### config.mk
export PLATFORM = sky130hd
export DESIGN_NAME = alu_2bit_accum_ctrl
export DESIGN_NICKNAME = d
export VERILOG_FILES = /design/src/rtl/alu_pkg.sv /design/src/rtl/alu_2bit_accum_ctrl_fifo.sv /design/src/rtl/alu_2bit_accum_ctrl.sv
export SDC_FILE = /design/constraint.sdc
export NUM_CORES = 1
export LEC_CHECK = 0
export CAP_MARGIN = 20
export CORE_UTILIZATION = 35
export CTS_BUF_LIST = sky130_fd_sc_hd__clkbuf_16
export CTS_CLUSTER_SIZE = 30
export DETAILED_ROUTE_END_ITERATION = 7
export GPL_ROUTABILITY_DRIVEN = 0
export MAX_ROUTING_LAYER = met4
export SETUP_SLACK_MARGIN = 0.1
export SKIP_LAST_GASP = 1
export SLEW_MARGIN = 10
export SYNTH_ARGS = -nofsm -noshare
export SYNTH_HDL_FRONTEND = slang
export SYNTH_SLANG_ARGS = --single-unit
### constraint.sdc
create_clock -name clk -period 3.9 [get_ports clk]
set_input_delay 0.78 -clock clk [delete_from_list [all_inputs] [get_ports clk]]
set_output_delay 0.78 -clock clk [all_outputs]
set_load 0.01 [all_outputs]
### src/rtl/alu_pkg.sv
// Shared opcode, state and select encodings for the 2-bit ALU accumulator sequencer.
package alu_pkg;

    localparam logic [1:0] OP_ADD  = 2'b00;
    localparam logic [1:0] OP_SUB  = 2'b01;
    localparam logic [1:0] OP_LOAD = 2'b10;
    localparam logic [1:0] OP_CLRF = 2'b11;

    localparam logic SEL_ADD = 1'b0;
    localparam logic SEL_SUB = 1'b1;

    localparam int CMD_W = 4;

    typedef enum logic [1:0] {
        ST_IDLE = 2'b00,
        ST_EXEC = 2'b01,
        ST_RESP = 2'b10
    } state_t;

    typedef struct packed {
        logic [1:0] op;
        logic [1:0] data;
    } cmd_t;

    // A SUB by zero bypasses the ALU, so only non-zero SUBs steer it to subtract.
    function automatic logic uses_alu_sub(input cmd_t cmd);
        return (cmd.op == OP_SUB) && (cmd.data != 2'b00);
    endfunction

endpackage

### src/rtl/alu_2bit_accum_ctrl_fifo.sv
// Small synchronous command FIFO; DEPTH must be a power of two so pointers wrap naturally.
module cmd_fifo #(
    parameter int DEPTH = 4,
    parameter int PTR_W = 2,
    parameter int WIDTH = 4
) (
    input  logic             clk,
    input  logic             rst_n,
    input  logic             push,
    input  logic [WIDTH-1:0] wr_data,
    input  logic             pop,
    output logic [WIDTH-1:0] rd_data,
    output logic             full,
    output logic             empty
);

    localparam logic [PTR_W:0]   CNT_FULL = (PTR_W + 1)'(DEPTH);
    localparam logic [PTR_W:0]   CNT_ONE  = (PTR_W + 1)'(1);
    localparam logic [PTR_W-1:0] PTR_ONE  = PTR_W'(1);

    logic [WIDTH-1:0] mem_r [DEPTH];
    logic [PTR_W-1:0] wr_ptr_r;
    logic [PTR_W-1:0] rd_ptr_r;
    logic [PTR_W:0]   count_r;
    logic             push_ok_s;
    logic             pop_ok_s;

    assign full      = (count_r == CNT_FULL);
    assign empty     = (count_r == '0);
    assign push_ok_s = push && !full;
    assign pop_ok_s  = pop && !empty;
    assign rd_data   = mem_r[rd_ptr_r];

    // Storage, pointers and occupancy count
    always_ff @(posedge clk or negedge rst_n) begin
        if (!rst_n) begin
            for (int i = 0; i < DEPTH; i++) begin
                mem_r[i] <= '0;
            end
            wr_ptr_r <= '0;
            rd_ptr_r <= '0;
            count_r  <= '0;
        end else begin
            if (push_ok_s) begin
                mem_r[wr_ptr_r] <= wr_data;
                wr_ptr_r        <= wr_ptr_r + PTR_ONE;
            end
            if (pop_ok_s) begin
                rd_ptr_r <= rd_ptr_r + PTR_ONE;
            end
            case ({push_ok_s, pop_ok_s})
                2'b10:   count_r <= count_r + CNT_ONE;
                2'b01:   count_r <= count_r - CNT_ONE;
                default: count_r <= count_r;
            endcase
        end
    end

endmodule

### src/rtl/alu_2bit_accum_ctrl.sv
// Sequencer around an external 2-bit ALU: queues commands, executes one at a time
// against the accumulator and hands each result downstream over valid/ready.
module alu_2bit_accum_ctrl
    import alu_pkg::*;
#(
    parameter int DEPTH = 4,
    parameter int PTR_W = 2
) (
    input  logic       clk,
    input  logic       rst_n,
    input  logic       cmd_valid,
    output logic       cmd_ready,
    input  logic [1:0] cmd_op,
    input  logic [1:0] cmd_data,
    output logic [1:0] alu_in1,
    output logic [1:0] alu_in2,
    output logic       alu_sel,
    input  logic [1:0] alu_result,
    input  logic       alu_carry,
    output logic       out_valid,
    input  logic       out_ready,
    output logic [1:0] out_result,
    output logic       out_carry,
    output logic       out_sticky
);

    state_t     state_r;
    state_t     state_nxt_s;
    logic [1:0] acc_r;
    logic [1:0] exec_op_r;
    logic [1:0] exec_data_r;
    logic       sel_r;
    logic       out_valid_r;
    logic       carry_r;
    logic       sticky_r;
    logic [1:0] acc_nxt_s;
    logic       carry_nxt_s;
    logic       sticky_nxt_s;
    logic       fifo_full_s;
    logic       fifo_empty_s;
    logic       push_s;
    logic       pop_s;
    cmd_t       wr_cmd_s;
    cmd_t       head_s;

    assign wr_cmd_s = '{op: cmd_op, data: cmd_data};
    assign push_s   = cmd_valid && !fifo_full_s;
    assign pop_s    = (state_r == ST_IDLE) && !fifo_empty_s;

    cmd_fifo #(
        .DEPTH (DEPTH),
        .PTR_W (PTR_W),
        .WIDTH (CMD_W)
    ) u_cmd_fifo (
        .clk     (clk),
        .rst_n   (rst_n),
        .push    (push_s),
        .wr_data (wr_cmd_s),
        .pop     (pop_s),
        .rd_data (head_s),
        .full    (fifo_full_s),
        .empty   (fifo_empty_s)
    );

    // Next-state logic for the IDLE/EXEC/RESP sequencer
    always_comb begin
        state_nxt_s = state_r;
        case (state_r)
            ST_IDLE: begin
                if (!fifo_empty_s) begin
                    state_nxt_s = ST_EXEC;
                end else begin
                    state_nxt_s = ST_IDLE;
                end
            end
            ST_EXEC: state_nxt_s = ST_RESP;
            ST_RESP: begin
                if (out_ready) begin
                    state_nxt_s = ST_IDLE;
                end else begin
                    state_nxt_s = ST_RESP;
                end
            end
            default: state_nxt_s = ST_IDLE;
        endcase
    end

    // Result of the executing command; SUB by zero bypasses the ALU magnitude path
    always_comb begin
        acc_nxt_s    = acc_r;
        carry_nxt_s  = 1'b0;
        sticky_nxt_s = sticky_r;
        case (exec_op_r)
            OP_ADD: begin
                acc_nxt_s   = alu_result;
                carry_nxt_s = alu_carry;
            end
            OP_SUB: begin
                if (exec_data_r != 2'b00) begin
                    acc_nxt_s   = alu_result;
                    carry_nxt_s = alu_carry;
                end else begin
                    acc_nxt_s   = acc_r;
                    carry_nxt_s = 1'b0;
                end
            end
            OP_LOAD: begin
                acc_nxt_s   = exec_data_r;
                carry_nxt_s = 1'b0;
            end
            OP_CLRF: begin
                acc_nxt_s   = acc_r;
                carry_nxt_s = 1'b0;
            end
            default: begin
                acc_nxt_s   = acc_r;
                carry_nxt_s = 1'b0;
            end
        endcase
        if (exec_op_r == OP_CLRF) begin
            sticky_nxt_s = 1'b0;
        end else begin
            sticky_nxt_s = sticky_r | carry_nxt_s;
        end
    end

    // State register
    always_ff @(posedge clk or negedge rst_n) begin
        if (!rst_n) begin
            state_r <= ST_IDLE;
        end else begin
            state_r <= state_nxt_s;
        end
    end

    // Command capture, accumulator and output handshake registers
    always_ff @(posedge clk or negedge rst_n) begin
        if (!rst_n) begin
            acc_r       <= 2'b00;
            exec_op_r   <= OP_ADD;
            exec_data_r <= 2'b00;
            sel_r       <= SEL_ADD;
            out_valid_r <= 1'b0;
            carry_r     <= 1'b0;
            sticky_r    <= 1'b0;
        end else begin
            if (pop_s) begin
                exec_op_r   <= head_s.op;
                exec_data_r <= head_s.data;
                sel_r       <= uses_alu_sub(head_s) ? SEL_SUB : SEL_ADD;
            end
            if (state_r == ST_EXEC) begin
                acc_r       <= acc_nxt_s;
                carry_r     <= carry_nxt_s;
                sticky_r    <= sticky_nxt_s;
                out_valid_r <= 1'b1;
                sel_r       <= SEL_ADD;
            end else if ((state_r == ST_RESP) && out_ready) begin
                out_valid_r <= 1'b0;
            end
        end
    end

    assign cmd_ready  = !fifo_full_s;
    assign alu_in1    = acc_r;
    assign alu_in2    = exec_data_r;
    assign alu_sel    = sel_r;
    assign out_valid  = out_valid_r;
    assign out_result = acc_r;
    assign out_carry  = carry_r;
    assign out_sticky = sticky_r;

endmodule
==> results.md, run 1 <==
* Status: complete, but fails checks
* Failing checks: DRC
* Layout cells sized above 1 at 0.2759
* Cell with the most instances after synthesis: dfrtp_1
* Final hold vios at 0
* Synth top area share at 0.5259
* Fin cells at 197
* Setup Skew at 0.001213 ns
* TritonCTS Buffers at 5
* Row count at 24
* YS warnings at 0
* Hold bufs inserted after CTS at 0
* First-pass GRT wire length at 5023 um
* Worst Setup Start Kind: flip-flop
* Async SR Flop Fraction at 1.000
* Ranking of synthesized cells by area: dfrtp_1 (53%), mux2_2 (12%), mux4_2 (5.4%), ha_1 (3.8%), mux2_4 (3.6%)
* Slew HR at 0.6990
* # diodes at 0
* Post-synthesis sequential area ratio at 0.5259
* Placed Cells at 189
* Core Region at 4474 um2
* Die area at 5038 um2
* TritonCTS clock tree: done
* # setup viols final at 0
* Post-layout minimum cycle time at 2.519 ns
* Post-Synth XOR/XNOR Area at 0.03156
* Port bufs at 21
* Synthesized area at 1665 um2
* Wire length per cell at 15.07 um
* Drt pass-1 iters at 5
* Number of synthesized flops with an enable pin at 0
* Crit path arrival time at 1.74 ns
* CTS Buffer Depth at 2
* LEAKAGE at 0.8635 nW
* Htree depth at 2
* Setup TNS at 0 ns
* Unrepaired setup endpoints after global routing: false
* Clk slew on worst S/H paths at 0.05 ns
* Largest net degree at the start of global routing at 36
* Antenna-violating nets left at 0
* Synth Area in Compound Gates at 0.05485
* Hold slack at 0.5039 ns
* Detail Placement HPWL at 2096 um
* Final net count at 161
* Worst Setup Path Type: flip-flop to primary output
* DRC viols at 3
* Mux share of post-synthesis cell area at 0.2119
* Mean Syn Cell Area at 13.76 um2
* Cell area after layout at 2042 um2
* Least-Margin Pin Slew at 0.4515 ns
* Peak Freq at 397.0 MHz
* Min-delay worst type: flip-flop to flip-flop
* Initial cell density of the core at 0.3722
* Crit path max fanout at 6
* Crit path capture type: primary output
* Clock latency on the worst-skew pair at 0.27 ns
* Synth cell count leaders: dfrtp_1 (35), mux2_2 (18)
* Largest family of logic cells by synthesized area: multiplexers
* Ports at 22
* Power Density at 909.6 nW/um2
* DP Area at 1902 um2
* Post-CTS sizing at 0
* GRT Residual Overflow at 0
* Synth cell types at 32
* Syn Nets at 138
* Critical path data required time at 3.12 ns
* Max-slew violations at 0
* Die Wd at 70.98 um
* Vias in the first global route at 1032
* Area leader, netlist: dfrtp_1
* Final WL at 2969 um
* Synthesized instance count at 121
* Design Power at 0.001857 W
* Simple-gate share of the synthesized area at 0.08715
* Setup Fix Bufs, Post-CTS at 0
* Root buf cell: clkbuf_16
* P&R area growth vs syn at 22.61%
* Vias per cell at 5.234
* GRT Total Usage at 0.1379
* Synth Register Bits at 35
* Main synth FF type: dfrtp_1
* Die Ht at 70.98 um
* Vias at 1031
* Antenna violations before repair at 0
* Adder-cell share of the synthesized area at 0.04959
* Fin crit share at 0.6458
* DR iter-0 viols at 25
* Worst vdd ir at 0.4012 mV
* TritonCTS Sinks at 35
* Max-Cap Viols at 0
==> where the power goes <==
part           internal, W  switching [W]
sequential        0.000554       0.000173
combinational     0.000469       0.000285
clock             0.000233       0.000143
==> cell families (layout without fill, tap and decap cells) <==
kind of cell,after synthesis,after routing
xor+xnor,6,6
simple gates,24,24
flops,35,35
compound gates,13,13
buf+inv,11,35
fa+ha+maj,6,6
mux,26,26
==> placed cells by master, fill, tap and decap left out <==
master and instances:
a21oi_1 2, a31oi_1 1, a32o_1 1, and2_1 1
and3_4 1, buf_4 1, clkbuf_16 5, clkdlybuf4s50_1 21
clkinv_2 3, dfrtp_1 35, fa_1 1, ha_1 5
inv_1 5, mux2_2 18, mux2_4 4, mux4_2 4
nand2_1 4, nand2b_1 2, nand3_1 5, nor2_1 2
nor2b_1 3, nor4_1 1, nor4b_1 2, o2111ai_1 1
o21ai_0 5, o221a_2 2, o2bb2ai_1 1, or3_2 1
or3b_1 1, or3b_2 1, xnor2_1 5, xor2_1 1
==> layout make-up <==
class                           instances  area (um2)
Multi-Input combinational cell         75       724.4
Fill cell                             406        2432
Inverter                                5       18.77
Tap cell                               52       65.06
Clock inverter                          3       15.01
Timing Repair Buffer                   22       217.7
Clock buffer                            5       125.1
Sequential cell                        35       875.8
==> per-layer routing <==
metal  vias up  track usage  part of all wire
met5         -            -                 0
met4         0      0.04667             0.015
met3         6      0.04843             0.053
met2        25       0.2073              0.45
met1       523       0.1739              0.48
li1        477            -                 -
==> final timing paths <==
kind	end	slack, ns	depth (start not counted)	from
max	cmd_ready	1.38	2	u_cmd_fifo.count_r[0]
min	u_cmd_fifo.mem_r[9]	0.50	1	u_cmd_fifo.mem_r[9]
max reg2reg	u_cmd_fifo.count_r[2]	1.53	8	u_cmd_fifo.count_r[0]
min reg2reg	u_cmd_fifo.mem_r[9]	0.50	1	u_cmd_fifo.mem_r[9]
max in group asynchronous	alu_in1[0]	2.65	2	rst_n
min in group asynchronous	out_valid	0.92	2	rst_n
==> flip-flops by register name (all words and copies together) (netlist names) <==
| signal | count |
|---|---|
| u_cmd_fifo.mem_r | 16 |
| exec_op_r | 2 |
| u_cmd_fifo.wr_ptr_r | 2 |
| alu_in1 | 2 |
| u_cmd_fifo.count_r | 3 |
| u_cmd_fifo.rd_ptr_r | 2 |
| out_sticky | 1 |
| out_carry | 1 |
| state_r | 2 |
| alu_sel | 1 |
| out_valid | 1 |
| alu_in2 | 2 |
==> through the flow <==
stage,util,worst slack (ns)
floorplan,-,1.702
global placement,0.4251,1.386
detailed placement,0.4251,1.313
CTS,0.4564,1.369
global route,0.4564,1.314
finish,0.4564,1.381
==> critical path, cell delays in order, from the launching register on <==
cell and delay (ns):
dfrtp_1 0.44, or3b_1 0.51, clkdlybuf4s50_1 0.52
Note: power is estimated with default switching activity, not from simulation.
==> run 2: changes to the inputs <==
clock period = 2.3 ns   (was 3.9 ns; I/O delays follow)
==> results.md, run 2 (synthesis gave the netlist of run 1 again) <==
* Crit path capture type: flip-flop
* Worst-case reg-to-reg path depth at 8 (unchanged)
* R2R Path Start: u_cmd_fifo.count_r[2]
* Layout cells sized above 1 at 0.3421 (+0.06624)
* Pre-CTS WS at 0.1219 ns (-1.191 ns)
* WHS Endpoint: out_carry
* P&R area growth vs syn at 26.82%
* Largest regs: u_cmd_fifo.mem_r (16), u_cmd_fifo.count_r (3)
* Crit path max fanout at 3 (-3)
* Slack of the critical path at 0.1513 ns (-1.230 ns)
* Commonest non-fill, non-tap cell in the layout: dfrtp_1
* Final hold vios at 0 (unchanged)
* CTS Buffer Depth at 2 (unchanged)
* Power Density at 1549 nW/um2 (+70%)
* Final WL at 3019 um (+1.7%)
* Reg with most FFs: u_cmd_fifo.mem_r
* Final net count at 168 (+4.3%)
* Antenna violations before repair at 0 (unchanged)
* Max reg flops at 16 (unchanged)
* Clock latency on the worst-skew pair at 0.28 ns (about the same)
* Setup Skew at 0.003105 ns (+0.001892 ns)
* DR iter-0 viols at 61 (+140%)
* First-pass GRT wire length at 5237 um (+4.3%)
* Die Wd at 70.98 um (unchanged)
* Fin crit share at 0.9342
* Wire length per cell at 14.80 um (-1.8%)
* GRT Total Usage at 0.1411 (+0.003248)
* Slew HR at 0.7005 (+0.001467)
* Most frequent cells in the layout: dfrtp_1 (33), clkdlybuf4s50_1 (20), mux2_2 (18)
* Htree depth at 2 (unchanged)
* Crit path arrival time at 2.35 ns (+0.61 ns)
* Worst Setup Path Type: flip-flop to flip-flop
* Status: complete, but fails checks
* Worst vdd ir at 0.6754 mV (+68%)
* # setup viols final at 0 (unchanged)
* Max-slew violations at 0 (unchanged)
* Peak Freq at 465.4 MHz
* Least-Margin Pin Slew at 0.4493 ns (-0.002201 ns)
* Port bufs at 21 (unchanged)
* WHS Path Cells at 1 (unchanged)
* LEAKAGE at 0.8902 nW (+3.1%)
* Clk slew on worst S/H paths at 0.05 ns (about the same)
* Max-Cap Viols at 0 (unchanged)
* Failing checks: DRC
* GRT Residual Overflow at 0 (unchanged)
* Row count at 24 (unchanged)
* Post-layout minimum cycle time at 2.149 ns
* Vias per cell at 5.015 (-4.2%)
* Vias in the first global route at 1060 (+2.7%)
* TritonCTS Sinks at 35 (unchanged)
* Die Ht at 70.98 um (unchanged)
* Drt pass-1 iters at 6 (+1)
* Largest net degree at the start of global routing at 36 (unchanged)
* R2r setup slk at 0.15 ns (-1.38 ns)
* Worst Setup Start Kind: flip-flop
* DRC viols at 2 (-1)
* Setup TNS at 0 ns (unchanged)
* Reg-to-reg endpoint: u_cmd_fifo.count_r[2]
* DP Area at 1917 um2 (+0.79%)
* Die area at 5038 um2 (unchanged)
* Cell area after layout at 2112 um2 (+3.4%)
* Unrepaired setup endpoints after global routing: true
* Vias at 1023 (-0.78%)
* Min-delay worst type: flip-flop to flip-flop
* Root buf cell: clkbuf_16
* Ports at 22 (unchanged)
* # diodes at 0 (unchanged)
* Critical path data required time at 2.50 ns (-0.62 ns)
* TritonCTS clock tree: done
* TritonCTS Buffers at 5 (unchanged)
* Hold bufs inserted after CTS at 0 (unchanged)
* Core Region at 4474 um2 (unchanged)
* Detail Placement HPWL at 2173 um (+3.7%)
* Initial cell density of the core at 0.3722 (unchanged)
* Hold_sp: out_carry
* Antenna-violating nets left at 0 (unchanged)
[run 2: area by class of cell]
class | count | area, um2
multi-input cells | 75 | 732.0
fillers | 398 | 2362
clock buffers | 5 | 125.1
inverters | 5 | 18.77
flip-flops and latches | 35 | 878.3
clock inverters | 3 | 20.02
repair buffers | 29 | 272.8
well taps | 52 | 65.06
[run 2: repair_timing]
action                     4_1_cts  5_1_grt
resized for setup                1        5
pin swaps                        0        1
setup buffers                    0        5
setup endpoints to repair        1        2
[run 2: per-stage QoR]
step                  util  cells  hold WS, ns  power, W
floorplan                -    121       0.1644  0.002160
global placement    0.4284    191       0.4762  0.002507
detailed placement  0.4284    191       0.4836  0.002567
CTS                 0.4614    199       0.4960  0.003245
global route        0.4720    204       0.5063  0.003523
finish              0.4720    204       0.4875  0.003272
[run 2: worst max-delay path by stage]
stage	start	to	depth (start not counted)
floorplan	u_cmd_fifo.count_r[0]	u_cmd_fifo.count_r[2]	8
global placement	u_cmd_fifo.count_r[0]	u_cmd_fifo.count_r[2]	8
detailed placement	cmd_valid	u_cmd_fifo.count_r[2]	7
CTS	u_cmd_fifo.count_r[0]	u_cmd_fifo.count_r[2]	8
global route	u_cmd_fifo.count_r[2]	u_cmd_fifo.count_r[2]	8
finish	u_cmd_fifo.count_r[2]	u_cmd_fifo.count_r[2]	8
[run 2: critical path: stages (launching register included)]
cell     delay [ns]
dfrtp_1        0.40
or3_2          0.52
nand2_2        0.08
inv_1          0.05
ha_1           0.23
fa_1           0.38
xnor2_1        0.13
nor2_1         0.12
xor2_1         0.16
[run 2: per-layer routing]
layer	track usage	wire length, um	vias to the layer above
met5	-	0	-
met4	0.03333	14	0
met3	0.04986	159	2
met2	0.2083	1419	25
met1	0.1869	1425	504
li1	-	-	492
[run 2: report_power, final]
group / internal (W) / switching [W]
clock: 0.000398 / 0.000253
combinational: 0.000875 / 0.000518
sequential: 0.000944 / 0.000283
